===== src/rtl/ultrasonic_echo_responder_pkg.sv =====
// Shared types and default timing for the HC-SR04 emulator and the controller bench.
// Default timing is in 50 MHz clk_50M cycles.
package ultrasonic_pkg;

  localparam int CNT_W = 22;

  localparam int unsigned TRIG_MIN_CYC_D = 500;
  localparam int unsigned BURST_CYC_D    = 10000;
  localparam int unsigned CYC_PER_CM_D   = 2900;
  localparam int unsigned MAX_CM_D       = 400;
  localparam int unsigned TIMEOUT_CYC_D  = 1900000;
  localparam int unsigned HOLDOFF_CYC_D  = 100000;

  typedef enum logic [2:0] {
    ST_IDLE,
    ST_TRIG_HI,
    ST_BURST,
    ST_ECHO,
    ST_HOLDOFF
  } state_t;

endpackage


===== src/rtl/ultrasonic_echo_responder_if.sv =====
// UV_trig/UV_echo sensor bus plus status outputs.
// The master modport is the controller side; the slave modport is the emulated sensor.
interface ultrasonic_echo_responder_if;
  logic       UV_trig;
  logic [8:0] distance_cm;
  logic       UV_echo;
  logic       busy;
  logic       short_trig;
  logic       trig_ignored;
  logic       oor;
  logic [7:0] meas_count;

  modport master (
    output UV_trig, distance_cm,
    input  UV_echo, busy, short_trig, trig_ignored, oor, meas_count
  );

  modport slave (
    input  UV_trig, distance_cm,
    output UV_echo, busy, short_trig, trig_ignored, oor, meas_count
  );
endinterface


===== src/rtl/ultrasonic_echo_responder_sync_edge_det.sv =====
// 2-FF synchronizer for an asynchronous level, with single-cycle rise/fall pulses
// taken between the synchronized level and its one-cycle delay.
module sync_edge_det (
  input  logic clk,
  input  logic rst_n,
  input  logic i_async,
  output logic o_rise,
  output logic o_fall
);
  logic r_meta;
  logic r_sync;
  logic r_sync_d;

  always_ff @(posedge clk or negedge rst_n) begin
    if (!rst_n) begin
      r_meta   <= 1'b0;
      r_sync   <= 1'b0;
      r_sync_d <= 1'b0;
    end else begin
      r_meta   <= i_async;
      r_sync   <= r_meta;
      r_sync_d <= r_sync;
    end
  end

  assign o_rise = r_sync & ~r_sync_d;
  assign o_fall = ~r_sync & r_sync_d;
endmodule


===== src/rtl/ultrasonic_echo_responder.sv =====
// HC-SR04 emulator: qualifies UV_trig, waits the burst time, then drives an echo
// whose width encodes the distance latched at trig fall.
//
//   state      | meaning
//   IDLE       | waiting for a synchronized trig rising edge
//   TRIG_HI    | measuring trig high width (saturating up-count)
//   BURST      | acoustic burst delay before echo rise
//   ECHO       | UV_echo high for the computed width
//   HOLDOFF    | dead time before the next trig is accepted
module ultrasonic_echo_responder
  import ultrasonic_pkg::*;
#(
  parameter int unsigned TRIG_MIN_CYC = TRIG_MIN_CYC_D,
  parameter int unsigned BURST_CYC    = BURST_CYC_D,
  parameter int unsigned CYC_PER_CM   = CYC_PER_CM_D,
  parameter int unsigned MAX_CM       = MAX_CM_D,
  parameter int unsigned TIMEOUT_CYC  = TIMEOUT_CYC_D,
  parameter int unsigned HOLDOFF_CYC  = HOLDOFF_CYC_D
) (
  input logic                        clk_50M,
  input logic                        rst_n,
  ultrasonic_echo_responder_if.slave bus
);

  localparam logic [CNT_W-1:0] L_ONE     = CNT_W'(1);
  localparam logic [CNT_W-1:0] L_TMIN    = CNT_W'(TRIG_MIN_CYC);
  // BURST lasts one cycle less than BURST_CYC: the fall-detect cycle is the first.
  localparam logic [CNT_W-1:0] L_BURST   = CNT_W'(BURST_CYC - 2);
  localparam logic [CNT_W-1:0] L_CPC     = CNT_W'(CYC_PER_CM);
  localparam logic [CNT_W-1:0] L_TIMEOUT = CNT_W'(TIMEOUT_CYC);
  localparam logic [CNT_W-1:0] L_HOLD    = CNT_W'(HOLDOFF_CYC - 1);
  localparam logic [8:0]       L_MAX_CM  = 9'(MAX_CM);

  logic w_rise;
  logic w_fall;

  sync_edge_det u_trig_sync (
    .clk     (clk_50M),
    .rst_n   (rst_n),
    .i_async (bus.UV_trig),
    .o_rise  (w_rise),
    .o_fall  (w_fall)
  );

  state_t           r_state;
  logic [CNT_W-1:0] r_cnt;
  logic [8:0]       r_dist;
  logic             r_echo;
  logic             r_busy;
  logic             r_short;
  logic             r_ign;
  logic             r_oor;
  logic [7:0]       r_meas;

  logic             w_oor;
  logic [CNT_W-1:0] w_prod;
  logic [CNT_W-1:0] w_width;

  assign w_oor   = (r_dist == 9'd0) || (r_dist > L_MAX_CM);
  assign w_prod  = CNT_W'(r_dist) * L_CPC;
  assign w_width = w_oor ? L_TIMEOUT : w_prod;

  always_ff @(posedge clk_50M or negedge rst_n) begin
    if (!rst_n) begin
      r_state <= ST_IDLE;
      r_cnt   <= '0;
      r_dist  <= '0;
      r_echo  <= 1'b0;
      r_busy  <= 1'b0;
      r_short <= 1'b0;
      r_ign   <= 1'b0;
      r_oor   <= 1'b0;
      r_meas  <= '0;
    end else begin
      r_short <= 1'b0;
      r_ign   <= 1'b0;
      r_oor   <= 1'b0;
      case (r_state)
        ST_IDLE: begin
          if (w_rise) begin
            r_state <= ST_TRIG_HI;
            r_cnt   <= L_ONE;
          end
        end
        ST_TRIG_HI: begin
          if (w_fall) begin
            if (r_cnt >= L_TMIN) begin
              r_state <= ST_BURST;
              r_cnt   <= L_BURST;
              r_dist  <= bus.distance_cm;
              r_busy  <= 1'b1;
            end else begin
              r_state <= ST_IDLE;
              r_cnt   <= '0;
              r_short <= 1'b1;
            end
          end else if (r_cnt < L_TMIN) begin
            r_cnt <= r_cnt + L_ONE;
          end
        end
        ST_BURST: begin
          r_ign <= w_rise;
          if (r_cnt == '0) begin
            r_state <= ST_ECHO;
            r_cnt   <= w_width - L_ONE;
            r_echo  <= 1'b1;
            r_oor   <= w_oor;
          end else begin
            r_cnt <= r_cnt - L_ONE;
          end
        end
        ST_ECHO: begin
          r_ign <= w_rise;
          if (r_cnt == '0) begin
            r_state <= ST_HOLDOFF;
            r_cnt   <= L_HOLD;
            r_echo  <= 1'b0;
            r_meas  <= r_meas + 8'd1;
          end else begin
            r_cnt <= r_cnt - L_ONE;
          end
        end
        ST_HOLDOFF: begin
          r_ign <= w_rise;
          if (r_cnt == '0) begin
            r_state <= ST_IDLE;
            r_cnt   <= '0;
            r_busy  <= 1'b0;
          end else begin
            r_cnt <= r_cnt - L_ONE;
          end
        end
        default: begin
          r_state <= ST_IDLE;
          r_cnt   <= '0;
        end
      endcase
    end
  end

  assign bus.UV_echo      = r_echo;
  assign bus.busy         = r_busy;
  assign bus.short_trig   = r_short;
  assign bus.trig_ignored = r_ign;
  assign bus.oor          = r_oor;
  assign bus.meas_count   = r_meas;

endmodule


===== src/flat_wrapper.sv =====
// flat-port wrapper written by rule: the top's interface ports become plain ports
module ultrasonic_echo_responder_flat import ultrasonic_pkg::*;
#(
  parameter int unsigned TRIG_MIN_CYC = TRIG_MIN_CYC_D,
  parameter int unsigned BURST_CYC    = BURST_CYC_D,
  parameter int unsigned CYC_PER_CM   = CYC_PER_CM_D,
  parameter int unsigned MAX_CM       = MAX_CM_D,
  parameter int unsigned TIMEOUT_CYC  = TIMEOUT_CYC_D,
  parameter int unsigned HOLDOFF_CYC  = HOLDOFF_CYC_D
)
  (clk_50M, rst_n, bus_UV_trig, bus_distance_cm, bus_UV_echo, bus_busy, bus_short_trig, bus_trig_ignored, bus_oor, bus_meas_count);
  ultrasonic_echo_responder_if bus_i ();
  input logic clk_50M;
  input logic rst_n;
  input wire logic [$bits(bus_i.UV_trig)-1:0] bus_UV_trig;
  input wire logic [$bits(bus_i.distance_cm)-1:0] bus_distance_cm;
  output wire logic [$bits(bus_i.UV_echo)-1:0] bus_UV_echo;
  output wire logic [$bits(bus_i.busy)-1:0] bus_busy;
  output wire logic [$bits(bus_i.short_trig)-1:0] bus_short_trig;
  output wire logic [$bits(bus_i.trig_ignored)-1:0] bus_trig_ignored;
  output wire logic [$bits(bus_i.oor)-1:0] bus_oor;
  output wire logic [$bits(bus_i.meas_count)-1:0] bus_meas_count;
  assign bus_i.UV_trig = bus_UV_trig;
  assign bus_i.distance_cm = bus_distance_cm;
  assign bus_UV_echo = bus_i.UV_echo;
  assign bus_busy = bus_i.busy;
  assign bus_short_trig = bus_i.short_trig;
  assign bus_trig_ignored = bus_i.trig_ignored;
  assign bus_oor = bus_i.oor;
  assign bus_meas_count = bus_i.meas_count;
  ultrasonic_echo_responder #(.TRIG_MIN_CYC(TRIG_MIN_CYC), .BURST_CYC(BURST_CYC), .CYC_PER_CM(CYC_PER_CM), .MAX_CM(MAX_CM), .TIMEOUT_CYC(TIMEOUT_CYC), .HOLDOFF_CYC(HOLDOFF_CYC)) u_core (.clk_50M(clk_50M), .rst_n(rst_n), .bus(bus_i));
endmodule

===== config.mk =====
export PLATFORM = sky130hd
export DESIGN_NAME = ultrasonic_echo_responder_flat
export DESIGN_NICKNAME = d
export VERILOG_FILES = /design/src/rtl/ultrasonic_echo_responder_pkg.sv /design/src/rtl/ultrasonic_echo_responder_if.sv /design/src/rtl/ultrasonic_echo_responder_sync_edge_det.sv /design/src/rtl/ultrasonic_echo_responder.sv /design/src/flat_wrapper.sv
export SDC_FILE = /design/constraint.sdc
export NUM_CORES = 1
export LEC_CHECK = 0
export ABC_AREA = 1
export ABC_CLOCK_PERIOD_IN_PS = 5800
export CAP_MARGIN = 10
export CORE_MARGIN = 1
export CORE_UTILIZATION = 45
export CTS_CLUSTER_DIAMETER = 60
export DETAILED_ROUTE_END_ITERATION = 10
export GPL_ROUTABILITY_DRIVEN = 0
export PLACE_DENSITY = 0.7
export SETUP_SLACK_MARGIN = 0.5
export SLEW_MARGIN = 25
export SYNTH_ARGS = -nofsm -noshare
export SYNTH_HDL_FRONTEND = slang
export SYNTH_HIERARCHICAL = 1
export SYNTH_SLANG_ARGS = --single-unit

===== constraint.sdc =====
create_clock -name clk_50M -period 5.8 [get_ports clk_50M]
set_clock_uncertainty 0.15 [all_clocks]
set_input_delay 0.58 -clock clk_50M [delete_from_list [all_inputs] [get_ports clk_50M]]
set_output_delay 0.58 -clock clk_50M [all_outputs]
set_load 0.02 [all_outputs]

Word-level counts from Yosys, hierarchy flattened
Index checks and enable logic that the tools add are counted.
Word-level totals
  bits in registers: 50
  bits of input ports: 12
  output and inout port bits: 13
  logic and storage cells: 76
Operators by class
  $add $sub $neg: 4
  multiply operators: 1
  order comparisons: 3
  eq/ne operators: 11
  mux-type cells: 28
  bitwise gates (word level): 4
  reductions and logical operators: 13
Operators with widths (number)
  22-bit 2-to-1 mux: 6
  22-bit one-hot mux with 5 select lines: 1
  22-bit by 1-bit subtractor with 22-bit output, second input constant: 2
  22-bit by 1-bit adder with 22-bit output, second input constant: 1
  22-bit by 9-bit >= comparator with 1-bit output, second input constant: 1
  22-bit logical NOT: 1
  22-bit by 9-bit < comparator with 1-bit output, second input constant: 1
  21-bit 2-to-1 mux: 1
  9-bit by 10-bit multiplier with 19-bit output, second input constant: 1
  3-bit 2-to-1 mux: 5
  3-bit one-hot mux with 5 select lines: 1
  14-bit 2-to-1 mux: 1
  1-bit 2-to-1 mux: 10
  9-bit greater-than comparator, second input constant: 1
  9-bit logical NOT: 1
  8-bit by 1-bit adder with 8-bit output, second input constant: 1
  2-bit by 1-bit inequality test with 1-bit output, second input constant: 4
  3-bit by 2-bit == test with 1-bit output, second input constant: 2
  3-bit AND reduction: 2
  5-bit AND reduction: 1
  2-bit inequality test, second input constant: 2
  1-bit one-hot mux with 2 select lines: 2
  2-bit AND reduction: 2
  4-bit AND reduction: 1
  10 further kinds: 13

Logic depth before layout (Yosys ltp)
  word-level depth: 6
  mapped depth: 28
  depth with buffers taken out: 28

Hierarchy
The synthesis kept the hierarchy.
By module, submodules not included
  ultrasonic_echo_responder: times used 1, cells an instance 881, area an instance 5803.1 µm², seq. area each 1176.1 µm²
  sync_edge_det: times used 1, cells an instance 7, area an instance 90.1 µm², seq. area each 75.1 µm²

Worst setup path before layout
OpenSTA, ideal clock, no wires.
  path kind: reg2reg
  start: reg u_core.r_dist[4]
  end: reg u_core.r_cnt[20]
  setup time: 0.116 ns
  arrival: 4.171 ns
  required time: 5.534 ns
  path slack: 1.362 ns
  cell stages (with the launch flop): 27
  path buffers: 0
  cells stage by stage: dfrtp_1 -> inv_1 -> ha_1 -> inv_1 -> fa_1 -> inv_1 -> fa_1 -> inv_1 -> fa_1 -> inv_1 -> ha_1 -> nand2_1 -> inv_1 -> a21oi_1 -> nand2_1 -> nand2_1 -> inv_1 -> nor2_1 -> nand2_1 -> nor3_4 -> nand2_1 -> nand2_1 -> nand3_1 -> nand2_1 -> nand2_1 -> nand2_1 -> nand2_1
On the way
  longest elaborated chain between the ends: 6
  elaborated cells on any way between the ends: 8
  those cells by class: 1 x add/sub; 1 x mul; 1 x order compare; 3 x mux; 2 x reduce/logical
RTL lines
  start, declared: line ultrasonic_echo_responder.sv:47  | logic [8:0] r_dist;
  start signal, assigned: line ultrasonic_echo_responder.sv:90  | r_dist <= bus.distance_cm;
  branches (longest 2 deep; another with 9-bit by 10-bit multiplier with 19-bit output)
  21-bit 2-to-1 mux *: line ultrasonic_echo_responder.sv:61  | assign w_width = w_oor ? L_TIMEOUT : w_prod;
  22-bit by 1-bit subtractor with 22-bit output *: line ultrasonic_echo_responder.sv:105  | r_cnt <= w_width - L_ONE;
  22-bit 2-to-1 mux *: line ultrasonic_echo_responder.sv:103  | if (r_cnt == '0) begin
  22-bit one-hot mux with 5 select lines *: line ultrasonic_echo_responder.sv:78  | case (r_state)
  end signal, assigned: line ultrasonic_echo_responder.sv:98  | r_cnt <= r_cnt + L_ONE;
  end signal, assigned: line ultrasonic_echo_responder.sv:105
  end signal, assigned: line ultrasonic_echo_responder.sv:109  | r_cnt <= r_cnt - L_ONE;
  end, declared: line ultrasonic_echo_responder.sv:46  | logic [CNT_W-1:0] r_cnt;
Every way passes the cells marked *.
A chain may end at the register's enable or synchronous reset.

Final worst setup path
Same ends and word-level chain as after synthesis.

==> out/qor.csv <==
stage,metric,value,unit
sta,Fin Setup TNS,0,ns
placed_design,# port buffers,24,
layout,highest-count cells in the layout ignoring fill and taps,"nand2_1 (229), inv_1 (175), nor2_1 (88)",
drt,initial drt markers,285,
synthesis,ys flop type,dfrtp_1,
outcome,status,finished clean,
hold_path,type of the worst min-delay path,reg2reg,
grt,first-pass GRT wire length,23800,um
sta,Slew HR,0.443,
synthesis,post-synthesis sequential area ratio,0.212,
layout,final core occ,0.513,
floorplan,die height,116,um
grt,largest net degree at the start of global routing,51,
sta,Slew @ Worst Pin,0.832,ns
setup_path,R2R setup slack,0.91,ns
synthesis,asr flop ratio synth,1.00,
layout,Area Overhead vs Synth,10.4,%
sta,Max Slew Vio Count,0,
hold_path,Worst Hold Launch,u_core/u_trig_sync/r_meta,
drt,wire per inst,13.1,um
sta,Final setup viols,0,
synthesis,Post-Syn Area,5890,um^2
grt,vias in the first global route,5010,
synthesis,Syn Inst Count,888,
floorplan,die area,13600,um^2
drt,top sig layer,met4,
setup_path,FF-to-FF Start,u_core/r_dist[4],
synthesis,Syn Nets,978,
synthesis,Synth Area in Compound Gates,0.0896,
layout,share of cells above drive strength 1,0.0634,
synthesis,Post-Synth XOR/XNOR Area,0.0416,
cts,TritonCTS clock tree,built,
cts,cts bufs inserted,5,
setup_path,maximum fanout along the worst path,7,
cts,Bufs on Longest Clock Path,2,
synthesis,Synthesis Warnings,6,
cts,cts-stage hold buffer count,0,
grt,initial antenna violation count,0,
synthesis,mux cell area share after synthesis,0.00191,
setup_path,critical path class,reg2reg,
floorplan,die width,116,um
drt,1st-pass router iterations,5,
synthesis,#FFs+latches synth,50,
setup_path,Critical Path RT,5.86,ns
drt,residual DRC count,0,
sta,FMAX,204,MHz
setup_path,CP Launch Point,u_core/r_dist[4],
synthesis,number of synthesized flops with an enable pin,0,
layout,fin nets,1004,
setup_path,Reg2Reg Capture Point,u_core/r_cnt[20],
grt,GRT overflow,0,
synthesis,largest family of logic cells by synthesized area,simple AND/OR/NAND/NOR gates,
setup_path,Setup crit start kind,register,
drt,met2 WL post-DR,6350,um
cts,"CTS clk-pin slew, worst paths",0.08,ns
sta,Fin Hold WS,0.209,ns
cts,Max H-tree Level,2,
drt,Via-to-Cell Ratio,5.03,
synthesis,Post-Synth Simple-Gate Area,0.337,
drt,WL met3,664,um
setup_path,WP data arrival,4.95,ns
cts,CTS Sinks,50,
setup_path,Crit. End Element,register,
synthesis,distinct cell type count after synthesis,39,
sta,RSZ-0062 raised after global routing,no,
synthesis,Post-Synth Adder-Cell Area,0.195,
drt,via count,5463,
sta,minimum period implied by the final worst setup slack,4.89,ns
layout,"most common cell after layout, fill and taps aside",nand2_1,
setup_path,crit path capture,u_core/r_cnt[20],
synthesis,synthesized area per cell,6.64,um^2
cts,clk_lat worst skew,0.31,ns
cts,Root Driver,clkbuf_16,
job,Max Cap Violations,0,
setup_path,R2R depth,26,
drt,Total Wirelength,14300,um
floorplan,I/O pin count,25,
floorplan,core area,12700,um^2
drt,Met1 Routed Length,6970,um
grt,GRT Total Usage,0.227,
placed_design,Post-DP HPWL,11500,um
sta,Tcrit/Tclk final,0.844,
layout,# diodes,0,
drt,Routed Antenna Nets,0,
floorplan,effective utilization at floorplan,0.465,
sta,Fin. Hold Viols,0,
floorplan,Row Count,41,
-- metrics by stage --
stage | setup slack [ns] | instances | area [um^2]
global route | 0.577 | 1087 | 6500
detailed placement | 0.878 | 1079 | 6320
global placement | 0.944 | 1079 | 6320
CTS | 0.864 | 1087 | 6500
floorplan | 1.36 | 888 | 5890
finish | 0.906 | 1087 | 6500
-- metal layers --
metal,up-vias,GRT usage
li1,2828,-
met1,2488,0.316
met2,126,0.365
met3,21,0.0348
met4,0,0.0632
met5,-,0
-- state kept, by name, summed over array words and instances (netlist names) --
register                     cells
u_core/bus.busy                  1
u_core/bus.trig_ignored          1
u_core/u_trig_sync/r_meta        1
u_core/r_cnt                    22
u_core/r_dist                    9
u_core/bus.UV_echo               1
u_core/u_trig_sync/r_sync_d      1
u_core/bus.oor                   1
u_core/bus.short_trig            1
u_core/u_trig_sync/r_sync        1
u_core/bus.meas_count            8
u_core/r_state                   3
-- cell families (layout without fill, tap and decap cells) --
| logic type | after synthesis | after routing |
|---|---|---|
| AOI/OAI and AO/OA | 98 | 98 |
| xor gates and xnor gates | 28 | 28 |
| adders and majority gates | 78 | 78 |
| buffers and inverters | 190 | 217 |
| DFF | 50 | 50 |
| muxes | 1 | 1 |
| and+or+nand+nor | 443 | 443 |
-- what timing repair did --
action / 4_1_cts / 5_1_grt
endpoints found under the setup margin: 0 / 1
resized for setup: 0 / 1
setup buffers: 0 / 0
-- cell usage after synthesis, drive strengths merged (4+ instances only) --
cell	n	area share
a21oi	27	0.023
buf	5	0.0051
dfrtp	50	0.21
fa	23	0.078
ha	55	0.12
inv	183	0.12
nand2	236	0.15
nand3	61	0.055
nand3b	4	0.0051
nand4	15	0.017
nor2	107	0.081
nor3	16	0.021
o211ai	4	0.0051
o21ai	53	0.045
xnor2	4	0.0059
xor2	24	0.036
-- final cells by class --
class,count,area (um^2)
Clock buffer,6,139
Fill cell,1296,6170
Timing Repair Buffer,26,250
Sequential cell,50,1250
Tap cell,172,215
Clock inverter,2,38.8
Multi-Input combinational cell,648,3920
Inverter,183,687
-- worst max-delay path: stages, from the launching register on --
cell and delay [ns]:
dfrtp_1 0.51, inv_1 0.18, ha_1 0.31, inv_1 0.05, fa_1 0.47, inv_1 0.05
fa_1 0.52, inv_1 0.05, fa_1 0.52, inv_1 0.04, ha_1 0.36, nand2_1 0.12
inv_1 0.06, a21oi_1 0.18, nand2_1 0.07, nand2_1 0.09, inv_1 0.05, nor2_1 0.17
nand2_1 0.14, nor3_4 0.28, nand2_1 0.09, nand2_1 0.07, nand3_1 0.07, nand2_1 0.07
nand2_1 0.04, nand2_1 0.05, nand2_1 0.05
-- how the worst min path moves through the flow --
stage	end	slack (ns)	cells after the start
global route	u_core/u_trig_sync/r_sync	0.22	0
CTS	u_core/u_trig_sync/r_sync	0.21	0
detailed placement	u_core/u_trig_sync/r_sync	0.19	0
floorplan	u_core/bus.UV_echo	0.13	0
finish	u_core/u_trig_sync/r_sync	0.21	0
global placement	u_core/u_trig_sync/r_sync	0.19	0
Power is not shown: default switching activity piles up to over one toggle a cycle in this logic, so the estimate is an artifact.
